===== config.mk =====
export PLATFORM = sky130hd
export DESIGN_NAME = scan_sequencer
export DESIGN_NICKNAME = d
export VERILOG_FILES = /design/src/rtl/scan_pkg.sv /design/src/rtl/servo_pwm.sv /design/src/rtl/scan_sequencer.sv
export SDC_FILE = /design/constraint.sdc
export NUM_CORES = 1
export LEC_CHECK = 0
export ABC_CLOCK_PERIOD_IN_PS = 6900
export CORE_MARGIN = 1.5
export CORE_UTILIZATION = 40
export DETAILED_ROUTE_END_ITERATION = 10
export GPL_ROUTABILITY_DRIVEN = 0
export MAX_ROUTING_LAYER = met4
export PLACE_DENSITY = 0.59
export SYNTH_ARGS = -nofsm -noshare
export SYNTH_HDL_FRONTEND = slang
export SYNTH_SLANG_ARGS = --single-unit

===== constraint.sdc =====
create_clock -name clk -period 6.9 [get_ports clk]
set_input_delay 2.07 -clock clk [delete_from_list [all_inputs] [get_ports clk]]
set_output_delay 2.07 -clock clk [all_outputs]
set_load 0.1 [all_outputs]

===== src/rtl/scan_pkg.sv =====
// Shared types and defaults for the LIDAR pan/tilt scan sequencer.
package scan_pkg;

    typedef enum logic [1:0] {
        S_IDLE   = 2'd0,
        S_SETTLE = 2'd1,
        S_SAMPLE = 2'd2,
        S_STEP   = 2'd3
    } scan_state_t;

    // 20 ms frame, 1 ms base pulse, ~3.9 us per angle code at 50 MHz
    localparam int unsigned PWM_PERIOD_DEF = 1_000_000;
    localparam int unsigned PWM_BASE_DEF   = 50_000;
    localparam int unsigned PWM_LSB_DEF    = 196;

    localparam logic [7:0] ANGLE_RESET = 8'd128;

endpackage


===== src/rtl/servo_pwm.sv =====
// Free-running servo PWM: fixed frame, pulse width taken from the angle at frame start.
module servo_pwm
    import scan_pkg::*;
#(
    parameter int unsigned PWM_PERIOD_CYC = PWM_PERIOD_DEF,
    parameter int unsigned PWM_BASE_CYC   = PWM_BASE_DEF,
    parameter int unsigned PWM_LSB_CYC    = PWM_LSB_DEF
)(
    input  logic       clk,
    input  logic       rstn,
    input  logic [7:0] i_angle,
    output logic       o_pwm
);

    localparam int CW = (PWM_PERIOD_CYC > 1) ? $clog2(PWM_PERIOD_CYC) : 1;
    localparam logic [CW-1:0] CNT_LAST = CW'(PWM_PERIOD_CYC - 1);

    logic [CW-1:0] r_cnt;
    logic [31:0]   r_width;
    logic          r_pwm;
    logic [31:0]   w_width;

    // Width is frozen for the whole frame so a mid-frame angle change never glitches the pulse
    assign w_width = (r_cnt == '0) ? (PWM_BASE_CYC + 32'(i_angle) * PWM_LSB_CYC) : r_width;

    always_ff @(posedge clk or negedge rstn) begin
        if (!rstn) begin
            r_cnt   <= '0;
            r_width <= '0;
            r_pwm   <= 1'b0;
        end else begin
            r_width <= w_width;
            r_pwm   <= (32'(r_cnt) < w_width);
            r_cnt   <= (r_cnt == CNT_LAST) ? '0 : r_cnt + CW'(1);
        end
    end

    assign o_pwm = r_pwm;

endmodule


===== src/rtl/scan_sequencer.sv =====
// Raster scan of a pan/tilt servo head: settle, request a LIDAR sample, step, repeat.
//
// state    | meaning
// S_IDLE   | waiting for i_start; config checked here
// S_SETTLE | settle timer counting down after a move
// S_SAMPLE | o_sample_req held until i_sample_ack
// S_STEP   | advance yaw, wrap to next pitch row, or finish
module scan_sequencer
    import scan_pkg::*;
#(
    parameter int unsigned PWM_PERIOD_CYC = PWM_PERIOD_DEF,
    parameter int unsigned PWM_BASE_CYC   = PWM_BASE_DEF,
    parameter int unsigned PWM_LSB_CYC    = PWM_LSB_DEF
)(
    input  logic        clk,
    input  logic        rstn,
    input  logic        i_start,
    input  logic        i_abort,
    input  logic [7:0]  i_yaw_min,
    input  logic [7:0]  i_yaw_max,
    input  logic [7:0]  i_pitch_min,
    input  logic [7:0]  i_pitch_max,
    input  logic [7:0]  i_step,
    input  logic [23:0] i_settle_cyc,
    output logic        o_sample_req,
    input  logic        i_sample_ack,
    output logic [7:0]  o_yaw,
    output logic [7:0]  o_pitch,
    output logic        o_pwm_yaw,
    output logic        o_pwm_pitch,
    output logic        o_busy,
    output logic        o_done,
    output logic        o_cfg_err,
    output logic [15:0] o_count
);

    scan_state_t r_state, w_state;
    logic [7:0]  r_yaw, w_yaw;
    logic [7:0]  r_pitch, w_pitch;
    logic [15:0] r_count, w_count;
    logic [23:0] r_settle, w_settle;
    logic        r_done, w_done;
    logic        r_cfg_err, w_cfg_err;
    logic        w_latch;

    logic [7:0]  r_yaw_min, r_yaw_max, r_pitch_max, r_step;
    logic [23:0] r_settle_cfg;

    logic        w_cfg_ok;
    logic [8:0]  w_yaw_sum, w_pitch_sum;

    assign w_cfg_ok    = (i_step != 8'd0) && (i_yaw_min <= i_yaw_max) && (i_pitch_min <= i_pitch_max);
    // One extra bit so a step past 255 reads as out of range instead of wrapping
    assign w_yaw_sum   = {1'b0, r_yaw} + {1'b0, r_step};
    assign w_pitch_sum = {1'b0, r_pitch} + {1'b0, r_step};

    always_comb begin
        w_state   = r_state;
        w_yaw     = r_yaw;
        w_pitch   = r_pitch;
        w_count   = r_count;
        w_settle  = r_settle;
        w_done    = 1'b0;
        w_cfg_err = 1'b0;
        w_latch   = 1'b0;

        case (r_state)
            S_IDLE: begin
                if (i_start) begin
                    if (w_cfg_ok) begin
                        w_latch  = 1'b1;
                        w_yaw    = i_yaw_min;
                        w_pitch  = i_pitch_min;
                        w_count  = 16'd0;
                        w_settle = i_settle_cyc;
                        w_state  = S_SETTLE;
                    end else begin
                        w_cfg_err = 1'b1;
                    end
                end
            end
            S_SETTLE: begin
                if (r_settle == 24'd0) begin
                    w_state = S_SAMPLE;
                end else begin
                    w_settle = r_settle - 24'd1;
                end
            end
            S_SAMPLE: begin
                if (i_sample_ack) begin
                    if (r_count != 16'hFFFF) begin
                        w_count = r_count + 16'd1;
                    end
                    w_state = S_STEP;
                end
            end
            S_STEP: begin
                if (w_yaw_sum <= {1'b0, r_yaw_max}) begin
                    w_yaw    = w_yaw_sum[7:0];
                    w_settle = r_settle_cfg;
                    w_state  = S_SETTLE;
                end else if (w_pitch_sum <= {1'b0, r_pitch_max}) begin
                    w_yaw    = r_yaw_min;
                    w_pitch  = w_pitch_sum[7:0];
                    w_settle = r_settle_cfg;
                    w_state  = S_SETTLE;
                end else begin
                    w_done  = 1'b1;
                    w_state = S_IDLE;
                end
            end
            default: w_state = S_IDLE;
        endcase

        // Abort beats everything, including an ack landing on the same cycle
        if (i_abort && (r_state != S_IDLE)) begin
            w_state  = S_IDLE;
            w_yaw    = r_yaw;
            w_pitch  = r_pitch;
            w_count  = r_count;
            w_settle = r_settle;
            w_done   = 1'b0;
        end
    end

    always_ff @(posedge clk or negedge rstn) begin
        if (!rstn) begin
            r_state   <= S_IDLE;
            r_yaw     <= ANGLE_RESET;
            r_pitch   <= ANGLE_RESET;
            r_count   <= 16'd0;
            r_settle  <= 24'd0;
            r_done    <= 1'b0;
            r_cfg_err <= 1'b0;
        end else begin
            r_state   <= w_state;
            r_yaw     <= w_yaw;
            r_pitch   <= w_pitch;
            r_count   <= w_count;
            r_settle  <= w_settle;
            r_done    <= w_done;
            r_cfg_err <= w_cfg_err;
        end
    end

    always_ff @(posedge clk or negedge rstn) begin
        if (!rstn) begin
            r_yaw_min    <= 8'd0;
            r_yaw_max    <= 8'd0;
            r_pitch_max  <= 8'd0;
            r_step       <= 8'd0;
            r_settle_cfg <= 24'd0;
        end else if (w_latch) begin
            r_yaw_min    <= i_yaw_min;
            r_yaw_max    <= i_yaw_max;
            r_pitch_max  <= i_pitch_max;
            r_step       <= i_step;
            r_settle_cfg <= i_settle_cyc;
        end
    end

    assign o_sample_req = (r_state == S_SAMPLE);
    assign o_busy       = (r_state != S_IDLE);
    assign o_done       = r_done;
    assign o_cfg_err    = r_cfg_err;
    assign o_yaw        = r_yaw;
    assign o_pitch      = r_pitch;
    assign o_count      = r_count;

    servo_pwm #(
        .PWM_PERIOD_CYC (PWM_PERIOD_CYC),
        .PWM_BASE_CYC   (PWM_BASE_CYC),
        .PWM_LSB_CYC    (PWM_LSB_CYC)
    ) u_pwm_yaw (
        .clk     (clk),
        .rstn    (rstn),
        .i_angle (r_yaw),
        .o_pwm   (o_pwm_yaw)
    );

    servo_pwm #(
        .PWM_PERIOD_CYC (PWM_PERIOD_CYC),
        .PWM_BASE_CYC   (PWM_BASE_CYC),
        .PWM_LSB_CYC    (PWM_LSB_CYC)
    ) u_pwm_pitch (
        .clk     (clk),
        .rstn    (rstn),
        .i_angle (r_pitch),
        .o_pwm   (o_pwm_pitch)
    );

endmodule


; Yosys cells after proc, flatten, opt, wreduce, memory -nomap -nowiden
; Cells that the tools add are included.
[word_totals]
elab_cells = 113
ff_bits = 222
out_inout_bits = 38
inputBits = 69
[classes]
muxes = 43
eq_ne = 18
n_mul = 2
n_reduce_logical = 17
n_lt_le_gt_ge = 6
add_sub_neg = 8
bitwise = 1
[ops]
columns = operator, n
row1 = 24-bit 2-to-1 mux, 5
row2 = 24-bit case mux with 3 select lines, 1
row3 = 20-bit by 32-bit < comparator with 1-bit output, 2
row4 = 16-bit 2-to-1 mux, 4
row5 = 32-bit 2-to-1 mux, 2
row6 = 8-bit 2-to-1 mux, 8
row7 = "20-bit by 1-bit adder with 20-bit output, second input constant", 2
row8 = "20-bit == test, second input constant", 2
row9 = 20-bit zero test, 2
row10 = 20-bit 2-to-1 mux, 2
row11 = "16-bit by 16-bit adder with 17-bit output, first input constant", 2
row12 = 16-bit case mux with 2 select lines, 1
row13 = 8-bit case mux with 2 select lines, 2
row14 = "8-bit by 6-bit multiplier with 14-bit output, second input constant", 2
row15 = 24-bit zero test, 1
row16 = "24-bit by 1-bit subtractor with 24-bit output, second input constant", 1
row17 = 8-bit by 8-bit adder with 9-bit output, 2
row18 = 9-bit by 8-bit <= comparator with 1-bit output, 2
row19 = 6-bit AND reduction, 3
row20 = "16-bit by 1-bit adder with 16-bit output, second input constant", 1
row21 = 8-bit <= comparator, 2
row22 = "16-bit inequality test, second input constant", 1
row23 = 1-bit 2-to-1 mux, 12
row24 = "3-bit inequality test, second input constant", 4
row25 = other kinds (15), 29

; Logic depth before layout (Yosys ltp)
; Gate-level depths: netlist (run 1).
[logic_depth]
ltp_word = 7
mapped_depth = 19
mapped_depth_nobuf = 19

; By module
; From an unflattened synthesis (run 1), not the netlist that was laid out.
[unflattened]
hier_cells = 1469
area_unflattened_um2 = 14411.3
[by_module_without_submodules]
columns = mod, seq_area_each_um2, n_inst, cells_per_inst, area_per_inst_um2
row1 = scan_sequencer, 2905.3, 1, 784, 7516.0
row2 = servo_pwm (u_pwm_yaw), 1326.3, 1, 341, 3470.8
row3 = servo_pwm (u_pwm_pitch), 1326.3, 1, 344, 3424.5

; Least setup slack after synthesis (run 1)
; Ideal clock, no wire load.
[synth_timing]
kind = register to register
from = register r_yaw[1], in the netlist o_yaw[1]
to = register u_pwm_yaw.r_pwm, in the netlist u_pwm_yaw.o_pwm
setup_time_ns = 0.077
path_stages_with_launch = 19
path_buffers = 0
arrival_time_ns = 4.999
slack_ns = 1.823
cell_sequence = dfrtp_1 > ha_1 > fa_1 > ha_1 > ha_1 > fa_1 > a21o_1 > a21o_1 > a21o_1 > a311oi_1 > o21ai_0 > xor2_1 > mux2i_1 > ha_1 > nand4_1 > nor2_1 > a211oi_1 > o31ai_1 > a21oi_1
[synth_via]
elab_chain_cells = 4
[synth_lines]
columns = element, line_no
row1 = from (decl), scan_sequencer.sv:38  ; logic [7:0] r_yaw, w_yaw;
row2 = from (signal assigned), scan_sequencer.sv:137  ; r_yaw <= w_yaw;
row3 = 8-bit by 6-bit multiplier with 14-bit output, servo_pwm.sv:24  ; assign w_width = (r_cnt == '0) ? (PWM_BASE_CYC + 32'(i_angle) * PWM_LSB_CYC) : r_width;
row4 = 16-bit by 16-bit adder with 17-bit output, servo_pwm.sv:24
row5 = 32-bit 2-to-1 mux, servo_pwm.sv:24
row6 = 20-bit by 32-bit < comparator with 1-bit output, servo_pwm.sv:33  ; r_pwm <= (32'(r_cnt) < w_width);
row7 = to (signal assigned), servo_pwm.sv:33
row8 = to (decl), servo_pwm.sv:20  ; logic r_pwm;
; Every way passes these cells.
; A chain may end at the register's enable or synchronous reset.

; Worst setup path in the final report (run 1)
[layout_timing]
from = register r_pitch[1], in the netlist o_pitch[1]
to = register u_pwm_pitch.r_pwm, in the netlist u_pwm_pitch.o_pwm
[layout_via]
elab_chain_cells = 4
[layout_lines]
columns = element, line_no
row1 = from (decl), scan_sequencer.sv:39  ; logic [7:0] r_pitch, w_pitch;
row2 = from (signal assigned), scan_sequencer.sv:138  ; r_pitch <= w_pitch;
row3 = 8-bit by 6-bit multiplier with 14-bit output, servo_pwm.sv:24
row4 = 16-bit by 16-bit adder with 17-bit output, servo_pwm.sv:24
row5 = 32-bit 2-to-1 mux, servo_pwm.sv:24
row6 = 20-bit by 32-bit < comparator with 1-bit output, servo_pwm.sv:33
row7 = to (signal assigned), servo_pwm.sv:33
row8 = to (decl), servo_pwm.sv:20
; Every way passes these cells.

==> results of run 1 <==
==> power by group <==
| part | total, W | internal [W] | switching [W] |
|---|---|---|---|
| registers | 0.00201 | 0.00166 | 0.000350 |
| clock network | 0.00140 | 0.000839 | 0.000556 |
| logic | 0.00589 | 0.00248 | 0.00341 |
==> worst max path at each step <==
stage                                 startpoint                     endpoint  slack (ns)  cells past startpoint
after detailed placement          i_pitch_max[7]       o_count[0]$_DFFE_PN0P_        1.46                     10
after CTS                   o_yaw[1]$_DFFE_PN0P_    u_pwm_yaw.o_pwm$_DFF_PN0_        1.79                     18
after floorplan             o_yaw[1]$_DFFE_PN0P_    u_pwm_yaw.o_pwm$_DFF_PN0_        1.82                     18
final                     o_pitch[1]$_DFFE_PN0P_  u_pwm_pitch.o_pwm$_DFF_PN0_        1.81                     18
after global routing        o_yaw[1]$_DFFE_PN0P_    u_pwm_yaw.o_pwm$_DFF_PN0_        1.46                     18
after global placement            i_pitch_max[7]       o_count[0]$_DFFE_PN0P_        1.47                     10
==> area by class of cell <==
class	count	area, um2
Clock inverter	12	114
Multi-Input combinational cell	1031	7860
Sequential cell	222	5560
Clock buffer	35	756
Tap cell	455	569
Timing Repair Buffer	120	1170
Inverter	108	405
Fill cell	3239	18000
==> stage by stage <==
step / std cells / total power (W) / setup WS [ns]
2_1_floorplan: 1409 / 0.00661 / 1.82
5_1_grt: 1983 / 0.0101 / 1.46
3_5_place_dp: 1936 / 0.00790 / 1.46
3_3_place_gp: 1936 / 0.00784 / 1.47
6_report: 1983 / 0.00930 / 1.81
4_1_cts: 1983 / 0.00937 / 1.79
==> logic make-up (layout without fill, tap and decap cells) <==
group | after synthesis | in the layout | synth area share, %
flip-flops | 222 | 222 | 39.7
multiplexers | 88 | 88 | 6.87
XOR/XNOR | 79 | 79 | 4.94
buffers and inverters | 156 | 275 | 4.31
AND/OR/NAND/NOR | 404 | 404 | 14.8
adder cells (fa/ha/maj) | 162 | 162 | 14.9
AO/OA/AOI/OAI | 298 | 298 | 14.5
==> synth_stat cells (6+ instances only) <==
cell / number
nor3_1: 25
nand3_1: 43
o21ai_1: 16
mux2i_1: 23
mux2_2: 62
nor2_1: 89
a22o_1: 8
a211oi_1: 14
a21oi_1: 59
ha_1: 154
nand2_1: 93
a221oi_1: 9
xor2_1: 39
and3_1: 16
xnor2_1: 40
fa_1: 8
inv_1: 108
o21bai_1: 6
or3_1: 9
nand3b_1: 6
a211o_1: 8
o21ai_0: 51
nand2b_1: 13
clkbuf_1: 38
o21a_1: 7
nor2b_1: 9
dfrtp_1: 220
nand4_1: 24
nor4_1: 22
a22oi_1: 8
o31ai_1: 13
and2_1: 29
a21o_1: 32
o211ai_1: 11
a31oi_1: 8
==> registers in the layout, summed over array words and instances (netlist names), 2 cells and up <==
name / cells
r_settle_cfg: 24
r_state: 2
r_pitch_max: 8
u_pwm_yaw.r_width: 32
r_yaw_min: 8
r_settle: 24
r_step: 8
r_yaw_max: 8
o_yaw: 8
u_pwm_pitch.r_cnt: 20
u_pwm_pitch.r_width: 32
o_pitch: 8
o_count: 16
u_pwm_yaw.r_cnt: 20
==> routing by layer <==
metal	track usage, %	up-vias	wire (um)
li1	-	5285	-
met1	27.4	5195	16600
met2	29.3	187	15000
met3	2.20	40	1190
met4	3.60	0	556
met5	-	-	0
==> critical path, cell delays in order (launching register included) <==
cell,delay [ns]
dfrtp_1,0.51
ha_1,0.39
fa_1,0.46
ha_1,0.30
ha_1,0.17
inv_1,0.06
fa_1,0.39
nor2b_1,0.13
o21ai_0,0.10
a21boi_0,0.40
or3_1,0.19
o211ai_1,0.14
or4b_1,0.56
and3_1,0.21
ha_1,0.29
nand4_1,0.14
o21ai_0,0.28
a21o_1,0.15
a21oi_1,0.08
==> results by stage, run 1 <==
STA:
- The worst clock skew is ~0.017 ns.
- Timing would allow up to a little under 200 MHz.
- The worst path needs roughly 5 ns of the cycle, external delays included.
- The headroom to the max-slew limit is between 15 and 20%.
- Hold is met by about 0.46 ns.
- In the finished design, the share of the clock period the worst path needs comes to approximately three quarters.
- For the pin with the worst max-slew slack, the measured transition is 1.20 ns.
- Setup repair after global routing left no endpoint under its margin.
- The setup TNS is 0 ns.
- Setup violations remaining at the end of the flow were counted as 0.
- The final max-slew violation count was 0.
- The final hold violation count is 0.

Die:
- The height of the die is between 150 and 200 um.
- The floorplan step defined a die boundary enclosing ~36,000 um2.
- The area inside the core boundary is 34,500 um2.
- The top-level I/O count is ~110.
- The floorplan has between 60 and 70 rows.
- The initial utilization of the core area, before any placement, comes to 40.6%.
- The die is 190 um wide.

Worst setup path:
- The end of the worst register-to-register path is u_pwm_pitch.o_pwm$_DFF_PN0_.
- STA classifies the critical path startpoint as a flop.
- The worst flop-to-flop path startpoint is o_pitch[1]$_DFFE_PN0P_.
- STA puts the critical path data required time at between 7 and 8 ns.
- The critical path data arrival time is ~5.5 ns.
- Along the worst path, the maximum fanout reaches 7.
- Counting cells, the worst reg-to-reg path comes to 18.
- Across all register-to-register paths, the minimum setup slack is approximately 1.8 ns.
- STA classifies the critical path endpoint as a flop.
- The setup path with the least slack is of type flop to flop.

CTS:
- The clock-pin slew on the worst setup and hold paths is 0.06 ns.
- The CTS tree is yes.
- Post-CTS repair changed the size of 0 cells.
- The total number of clock tree sinks is between 200 and 250.
- The level count of the clock H-tree is 1.
- After clock tree synthesis, the flow added hold-fix buffers numbering 0.
- The total CTS buffers is 26.
- The clock latency on the worst-skew pair is between 0.5 and 0.6 ns.
- The number of buffers inserted by post-CTS setup repair is 0.
- The longest clock path from root to sink contains 3 buffers.
- Clock tree synthesis selected as its root buffer the cell clkbuf_16.

Route:
- The wire length reported by the detailed router is 33.4 mm.
- After the first detailed-routing iteration, the DRC count stood at a little over 500.
- The detailed router placed 10,700 vias in this run.
- The number of DRC violations after detailed routing is 0.
- The first detailed-routing pass ran for 5 iterations.
- The count of nets left with antenna violations once routing finished came out at 0.
- The via density per instance is 5.40.
- Dividing the detail-routed wire length by the instance count gives 16.8 um.

Layout:
- Leaving out fill and tap cells, the most frequent cell in the layout is dfrtp_1.
- Cells fill 47.7% of the core in the end.
- The growth of design area from synthesis to finish is 17.4%.
- The final cell area excluding filler cells is about 16,000 um2.
- The repair_antennas step left the layout with diodes totalling 0.
- Leaving out fill and tap cells, the most frequent cells in the layout are dfrtp_1, ha_1, inv_1.
- The total number of nets in the final design is about 1,700.
- Cells with a size suffix above 1 make up 9.29% of the layout.

Worst hold path:
- The type of the tightest min-delay check is flop to flop.
- The worst hold path passes through 2 cells.
- The startpoint of the worst hold path is u_pwm_yaw.r_width[1]$_DFF_PN0_.
- The worst hold path terminates at u_pwm_yaw.r_width[1]$_DFF_PN0_.

Logic synthesis:
- The number of register bits inferred by synthesis is between 200 and 250.
- Summed over all instances, the cell type with the most area after synthesis is dfrtp_1.
- The gate count of the mapped netlist is 1,409.
- For this run, the number of Yosys warnings is 0.
- A synthesized cell averages about 10 um2.
- The post-synthesis instance area is around 14,000 um2.
- The number of nets produced by synthesis is 1,640.
- In this run, synthesis inferred 0 flip-flops with an integrated enable.
- Of the synthesized area, sequential elements account for 39.7%.
- Synthesis instantiated 77 different standard cells from the library.
- Counting flops with an async set or reset pin after synthesis yields a share of 100%.
- The share of Yosys cell area claimed by the top area cell type is approximately two fifths.
- The primary flip-flop cell chosen by synthesis mapping is dfrtp_1.
- Sorting the synthesized cells by area gives the leading types as dfrtp_1, ha_1, mux2_2.

Outcome:
- The run finished with clean final reports.

Power and ir drop:
- The power density over the cells is around 570 nW/um2.
- VDD sags by at most ~0.00072 V.
- In this run the static leakage power is 7.78 nW.

Placed design:
- The instance area after placement is between 15,000 and 20,000 um2.
- Buffers placed on the I/O ports in this run total 106.
- The post-detailed-placement half-perimeter wirelength is roughly 24 mm.

GRT:
- The initial antenna violation count is 0.
- Summed over all layers, the global routing overflow is 0.
- The first global-routing pass estimated 54.7 mm of wire.
- The pin count of the biggest net entering global routing is approximately 110.
- The total routing resource utilization after global routing is 19.1%.
- The via count of the first global-routing pass is between 10,000 and 15,000.

Flow run:
- Max-cap violations in this run came to 0.
No activity file was read; power rests on OpenSTA's default activity.
==> inputs of run 2 (changes only) <==
--- a/config.mk
+++ b/config.mk
@@ -5,13 +5,13 @@
 export SDC_FILE = /design/constraint.sdc
 export NUM_CORES = 1
 export LEC_CHECK = 0
-export ABC_CLOCK_PERIOD_IN_PS = 6900
+export ABC_CLOCK_PERIOD_IN_PS = 4200
 export CORE_MARGIN = 1.5
 export CORE_UTILIZATION = 40
 export DETAILED_ROUTE_END_ITERATION = 10
 export GPL_ROUTABILITY_DRIVEN = 0
 export MAX_ROUTING_LAYER = met4
-export PLACE_DENSITY = 0.59
+export PLACE_DENSITY = 0.61
 export SYNTH_ARGS = -nofsm -noshare
 export SYNTH_HDL_FRONTEND = slang
 export SYNTH_SLANG_ARGS = --single-unit
==> constraint.sdc (replaced) <==
create_clock -name clk -period 4.2 [get_ports clk]
set_input_delay 1.26 -clock clk [delete_from_list [all_inputs] [get_ports clk]]
set_output_delay 1.26 -clock clk [all_outputs]
set_load 0.1 [all_outputs]
==> run 2 against run 1 <==
  * The run now ends with negative setup slack left
  * Sequential share of layout area decreased by 1.5 points
  * Final area increased by 5.3%
  * Global-route usage increased by 1.1 points
  * Critical endpoint is now u_pwm_yaw.o_pwm$_DFF_PN0_
==> results by stage, run 2 (synthesis gave the netlist of run 1 again) <==
Route:
- The mean routed wirelength per cell is 17.0 um.
- The DRC marker count from the first detailed-route iteration is 488.
- The remaining number of nets flagged by the antenna check after routing is 0.
- The number of DRC violations after detailed routing is 0.
- The wire length reported by the detailed router is 34.9 mm.
- The total via count in the routed design is 10,900.
- The number of detailed-routing iterations run before antenna repair is 5.
- The via density per instance is around 5.3.

Layout:
- Once layout is complete, the cells apart from fillers number about 2,000.
- The total number of nets in the final design is between 1,500 and 2,000.
- The leading cell type in the layout, fill and taps excluded is dfrtp_1.
- Cells fill 50.2% of the core in the end.
- In the final layout, the registers with the most flip-flops are u_pwm_pitch.r_width x32, u_pwm_yaw.r_width x32.
- The finished cells cover 17,300 um2.
- The area growth from synthesis to layout is 23.7%.
- In the final layout, the share of cells above drive strength 1 is between 10% and 20%.
- The antenna diode count is 0.
- In the layout the commonest cells are dfrtp_1, ha_1, inv_1.

GRT:
- The via count of the first global-routing pass was ~11,000.
- The global routing met1 resource utilization is ~28%.
- For this run the aggregate overflow at the end of global routing stands at 0.
- The met3 usage is 2.14%.
- The global-route wire length before repair is between 50 and 60 mm.
- met2 is the most crowded layer.
- Global routing used between 20% and 30% of the available tracks across all layers.
- Entering global routing, the biggest net connects 101 pins.
- The initial antenna violation count is 0.
- For this run, global-route usage on met2 was measured as approximately a third.

Worst setup path:
- The critical path startpoint category is a flop.
- The startpoint identified for the worst register-to-register timing path is o_yaw[1]$_DFFE_PN0P_.
- The worst setup path is captured at a flop.
- The worst path required time is 4.66 ns.
- Data arrives at the worst endpoint at around 4.8 ns.
- The launch point of the worst path is o_yaw[1]$_DFFE_PN0P_.
- The category of the most critical setup path is flop to flop.
- In this run the worst path has a maximum fanout of 4.

CTS:
- The total number of clock tree sinks is 222.
- The level count of the clock H-tree is 1.
- The number of clock buffers added by TritonCTS is 27.
- The root buffer cell is clkbuf_16.
- In this run the deepest clock path goes through 3 buffers.
- The CTS tree is yes.
- Clock-pin slew was measured on the worst setup and hold paths at about 0.060 ns.
- The clock latency on the worst-skew pair is approximately 0.55 ns.

Die:
- The die covers ~36,000 um2.
- The height of the die is between 150 and 200 um.
- The region available for standard cell placement spans approximately 34,000 um2.
- The starting density of the core is 40.6%.
- After floorplanning, the core was divided into between 60 and 70 placement rows.
- 107 I/O pins were placed.
- The die span in x is roughly 190 um.

Outcome:
- The flow ran to the end, but the final reports show violations.
- The final reports fail on negative setup slack.

STA:
- The final max-slew violation count is 0.
- The headroom to the max-slew limit is between 30% and 40%.
- Setup violations remaining at the end of the flow were counted as 2.
- Subtracting the final worst setup slack from the clock period gives around 4.4 ns.
- Setup repair after global routing could not meet its margin everywhere.
- In the finished design, the share of the clock period the worst path needs comes to 104%.
- The final hold violation count came to 0.
- Setup slack on the critical path of the routed design comes to -0.160 ns.
- The worst clock skew is 0.0259 ns.
- At the pin with the least slew margin, the transition time is around 0.99 ns.
- The upper clock frequency limit is roughly 230 MHz.

Flow run:
- The tool flagged a number of max-cap violations equal to 0.

Placed design:
- The post-detailed-placement half-perimeter wirelength is roughly 26 mm.
- OpenSTA, run right after detailed placement, puts the worst setup slack at -0.226 ns.
- The count of buffers from port buffering is between 100 and 150.
- Counting tap cells, the placed design contains a total of about 2,000 instances.
- In this run the cell area measured after placement is around 16,000 um2.

Worst hold path:
- The tightest min-delay check is of the flop to flop type.
- The startpoint of the worst hold path is u_pwm_pitch.r_width[1]$_DFF_PN0_.
-- run 2: layout make-up --
cell class,instances,area (um2)
well taps,455,569
repair buffers,182,1640
clock buffers,35,776
multi-input cells,1031,8160
fillers,3233,17100
flip-flops and latches,222,5600
inverters,108,405
clock inverters,14,158
-- run 2: through the flow --
| step | setup TNS (ns) | hold slack [ns] |
|---|---|---|
| CTS | -0.394 | 0.474 |
| finish | -0.280 | 0.465 |
| global route | -0.777 | 0.493 |
| detailed placement | -0.436 | 0.461 |
| global placement | -0.270 | 0.453 |
| floorplan | -0.278 | 0.433 |
-- run 2: final timing paths --
path	cells after the start	slack, ns	end
max in group asynchronous	2	2.61	r_settle_cfg[0]$_DFFE_PN0P_
setup reg to reg	17	-0.16	u_pwm_yaw.o_pwm$_DFF_PN0_
hold / removal	2	0.47	u_pwm_pitch.r_width[1]$_DFF_PN0_
hold reg to reg	2	0.47	u_pwm_pitch.r_width[1]$_DFF_PN0_
min in group asynchronous	1	0.78	u_pwm_yaw.r_width[19]$_DFF_PN0_
setup / recovery	17	-0.16	u_pwm_yaw.o_pwm$_DFF_PN0_
-- run 2: what timing repair did --
item	CTS	global route
buffers inserted	4	5
cloned	0	0
endpoints found under the setup margin	6	42
pin swaps	20	33
hold buffers	0	0
gates resized for setup	9	30
-- run 2: metal layers --
| layer | vias up | share of wire (%) |
|---|---|---|
| met1 | 5345 | 49 |
| met4 | 0 | 1.5 |
| met2 | 133 | 47 |
| met5 | - | 0 |
| met3 | 35 | 3.1 |
| li1 | 5415 | - |
-- run 2: critical path: stages (launching register included) --
cell and delay, ns:
dfrtp_4 0.50, ha_4 0.25, fa_1 0.52, ha_4 0.22, ha_4 0.16, fa_2 0.39, a21o_1 0.17, a21o_1 0.20
a21o_1 0.18, a311oi_2 0.32, buf_4 0.19, xor2_2 0.17, mux2i_1 0.11, ha_1 0.30, a21o_1 0.19, a211oi_2 0.17
o31ai_1 0.10, a21oi_1 0.14
Power of run 2 is left out: the tool's default activity adds up to more than one toggle a clock period on the data nets, which glitch-free logic cannot reach.
==> inputs of run 3 (changes only) <==
--- a/config.mk
+++ b/config.mk
@@ -6,7 +6,6 @@
 export NUM_CORES = 1
 export LEC_CHECK = 0
 export ABC_CLOCK_PERIOD_IN_PS = 4200
-export CORE_MARGIN = 1.5
 export CORE_UTILIZATION = 40
 export DETAILED_ROUTE_END_ITERATION = 10
 export GPL_ROUTABILITY_DRIVEN = 0
==> run 3 against run 2 <==
  * The flow still finishes with violations (negative setup slack)
  * First-iteration DRC count grew 22%
  * Critical endpoint unchanged
  * Final area is 0.32% higher
  * Via count is 0.71% higher
  * Global-route usage is 0.21 points lower
  * Critical path depth increased by 1
  * Sequential cell count is the same
  * Die area is 1.0% lower
  * Sequential share of layout area shrank 0.10 points
  * Largest cell class unchanged
  * Fmax fell by 1.1%
  * Clock skew fell by 0.0089 ns
==> results by stage, run 3 (synthesis gave the netlist of run 1 again) <==
Worst setup path:
- Data on the critical path is required at its endpoint by 4.66 ns.
- The launch point of the worst path is o_yaw[2]$_DFFE_PN0P_.
- Of all nets on the critical path, the largest fanout is 4.
- The critical path startpoint category is a flop.
- The sort of element at the end of the critical path is a flop.
- The critical path is of the flop to flop type.
- The critical path data arrival time is between 4 and 5 ns.
- The worst register-to-register path begins at o_yaw[2]$_DFFE_PN0P_.

Layout:
- The number of fill cells in the layout is about 3,200.
- Leaving out fill and tap cells, the most frequent cells in the layout are dfrtp_1, ha_1, inv_1.
- The multi-input combinational cells in the finished layout cover a total of around 8200 um2.
- In the final layout, flip-flops and latches occupy about 5600 um2.
- Cells with a size suffix above 1 make up approximately 18% of the layout.
- The net count of the finished layout is about 1,800.
- The core utilization of the finished layout is 50.4%.
- The repair_antennas step left the layout with diodes totalling 0.
- Compared with the post-synthesis result, the final layout area differs by 24.0%.
- The leading cell type in the layout, fill and taps excluded is dfrtp_1.
- In the final layout, the registers with the most flip-flops are u_pwm_pitch.r_width x32, u_pwm_yaw.r_width x32.

STA:
- The worst clock skew is between 0.015 and 0.02 ns.
- The final max-slew violation count is 0.
- Setup repair after global routing could not meet its margin everywhere.
- The headroom to the max-slew limit is between 30% and 40%.
- In the finished design, the share of the clock period the worst path needs comes to 105%.
- The worst-case setup margin in the final layout is -0.207 ns.
- The final hold violation count is 0.
- For the finished layout, the period the worst path requires is between 4 and 5 ns.
- The final number of setup-violating endpoints is 2.
- The upper clock frequency limit is 227 MHz.
- The slew at the pin closest to its max-slew limit is approximately 1.0 ns.

Die:
- The floorplan step defined a die boundary enclosing 35,700 um2.
- In this run the vertical extent of the chip is about 190 um.
- The starting density of the core is 40.6%.
- After floorplanning, the core was divided into 68 placement rows.
- roughly 110 I/O pins were placed.
- The die is between 150 and 200 um wide.
- In this run the standard cell core region covers 34,500 um2.

Route:
- The mean routed wirelength per cell is ~17 um.
- The final route contains ~11,000 vias.
- For this run, design rule violations remaining after detail routing come to 0.
- The final layout contains routed wiring with a total length of 34.7 mm.
- The detail route stage leaves a number of antenna-violating nets equal to 0.
- For this block, the initial DRC count from the detailed router was around 590.
- Before antenna repair, the detailed router went through 7 iterations.
- Using the TritonRoute via totals, the vias-per-cell ratio works out to approximately 5.4.

CTS:
- After clock tree synthesis, the clock-pin slew on the worst setup and hold paths is 0.06 ns.
- The number of buffers inserted for hold repair after clock tree synthesis is 0.
- The total number of clock tree sinks is around 220.
- TritonCTS created 27 clock buffers.
- In this run the number of H-tree levels came out at 1.
- TritonCTS built the clock tree.
- The maximum number of buffers from clock root to sink is 3.
- The root buffer cell is clkbuf_16.
- The clock latency on the worst-skew pair is 0.54 ns.

Flow run:
- The number of violations of the max-capacitance limit is 0.

GRT:
- The global-route wire length before repair is ~57 mm.
- The initial antenna violation count is 0.
- Global routing used 20.0% of the available tracks.
- For this run the aggregate overflow at the end of global routing stands at 0.
- The pin count of the biggest net entering global routing is 83.
- The via count of the first global-routing pass is roughly 11,000.

Outcome:
- The final reports fail on negative setup slack.
- The flow ran to the end, but the final reports show violations.

Placed design:
- The post-detailed-placement half-perimeter wirelength is approximately 26 mm.
- The count of buffers from port buffering is roughly 110.

Worst hold path:
- In this run the worst hold path is classified as flop to flop.
- The worst hold path begins at u_pwm_pitch.r_width[5]$_DFF_PN0_.
[run 3: layout make-up]
class                      instances  share of cell area (%)
multi-input combinational       1031                    47.3
sequential                       222                    32.2
clock buffer                      40                    4.58
timing repair buffer             185                    9.71
inverter                         108                    2.33
clock inverter                    10                   0.620
tap                              455                    3.28
[run 3: worst max-delay path: stages, from the launching register on]
cell      delay (ns)
dfrtp_4         0.49
buf_6           0.13
ha_4            0.23
fa_1            0.45
ha_1            0.29
ha_2            0.20
fa_2            0.34
a21o_1          0.17
a21o_1          0.22
xor2_1          0.26
nand3_1         0.16
xnor2_1         0.16
a21o_1          0.20
ha_1            0.28
a21o_1          0.16
a21o_1          0.18
a211oi_2        0.20
o31ai_1         0.09
a21oi_1         0.14
[run 3: worst paths after layout]
check | to | slack (ns) | cells past startpoint
max in group asynchronous | o_yaw[7]$_DFFE_PN1P_ | 2.61 | 2
min reg2reg | u_pwm_pitch.r_width[5]$_DFF_PN0_ | 0.46 | 2
max | u_pwm_yaw.o_pwm$_DFF_PN0_ | -0.21 | 18
min | u_pwm_pitch.r_width[5]$_DFF_PN0_ | 0.46 | 2
max reg2reg | u_pwm_yaw.o_pwm$_DFF_PN0_ | -0.21 | 18
min in group asynchronous | u_pwm_yaw.r_width[31]$_DFF_PN0_ | 0.71 | 1
[run 3: what timing repair did]
item,4_1_cts,5_1_grt
setup endpoints to repair,2,43
hold endpoints to repair,0,0
gates resized for setup,13,39
buffers inserted,7,5
pin swaps,31,35
cloned,0,0
[run 3: metal layers]
metal / up-vias / global-route usage, % / routed length, um
met5: - / - / 0
met4: 0 / 3.85 / 622
met3: 50 / 2.65 / 1210
met2: 175 / 31.0 / 15800
met1: 5367 / 28.2 / 17000
li1: 5414 / - / -
[run 3: metrics by stage]
step / hold slack (ns) / std cells / setup TNS, ns / worst slack, ns / cell area (um2)
floorplan: 0.433 / 1409 / -0.278 / -0.148 / 14100
global placement: 0.445 / 1989 / -0.237 / -0.138 / 16100
finish: 0.460 / 2051 / -0.364 / -0.207 / 17400
detailed placement: 0.450 / 1989 / -0.366 / -0.186 / 16100
global route: 0.497 / 2051 / -0.909 / -0.406 / 17400
CTS: 0.465 / 2046 / -0.284 / -0.152 / 17100
Power of run 3 is left out for the same reason.
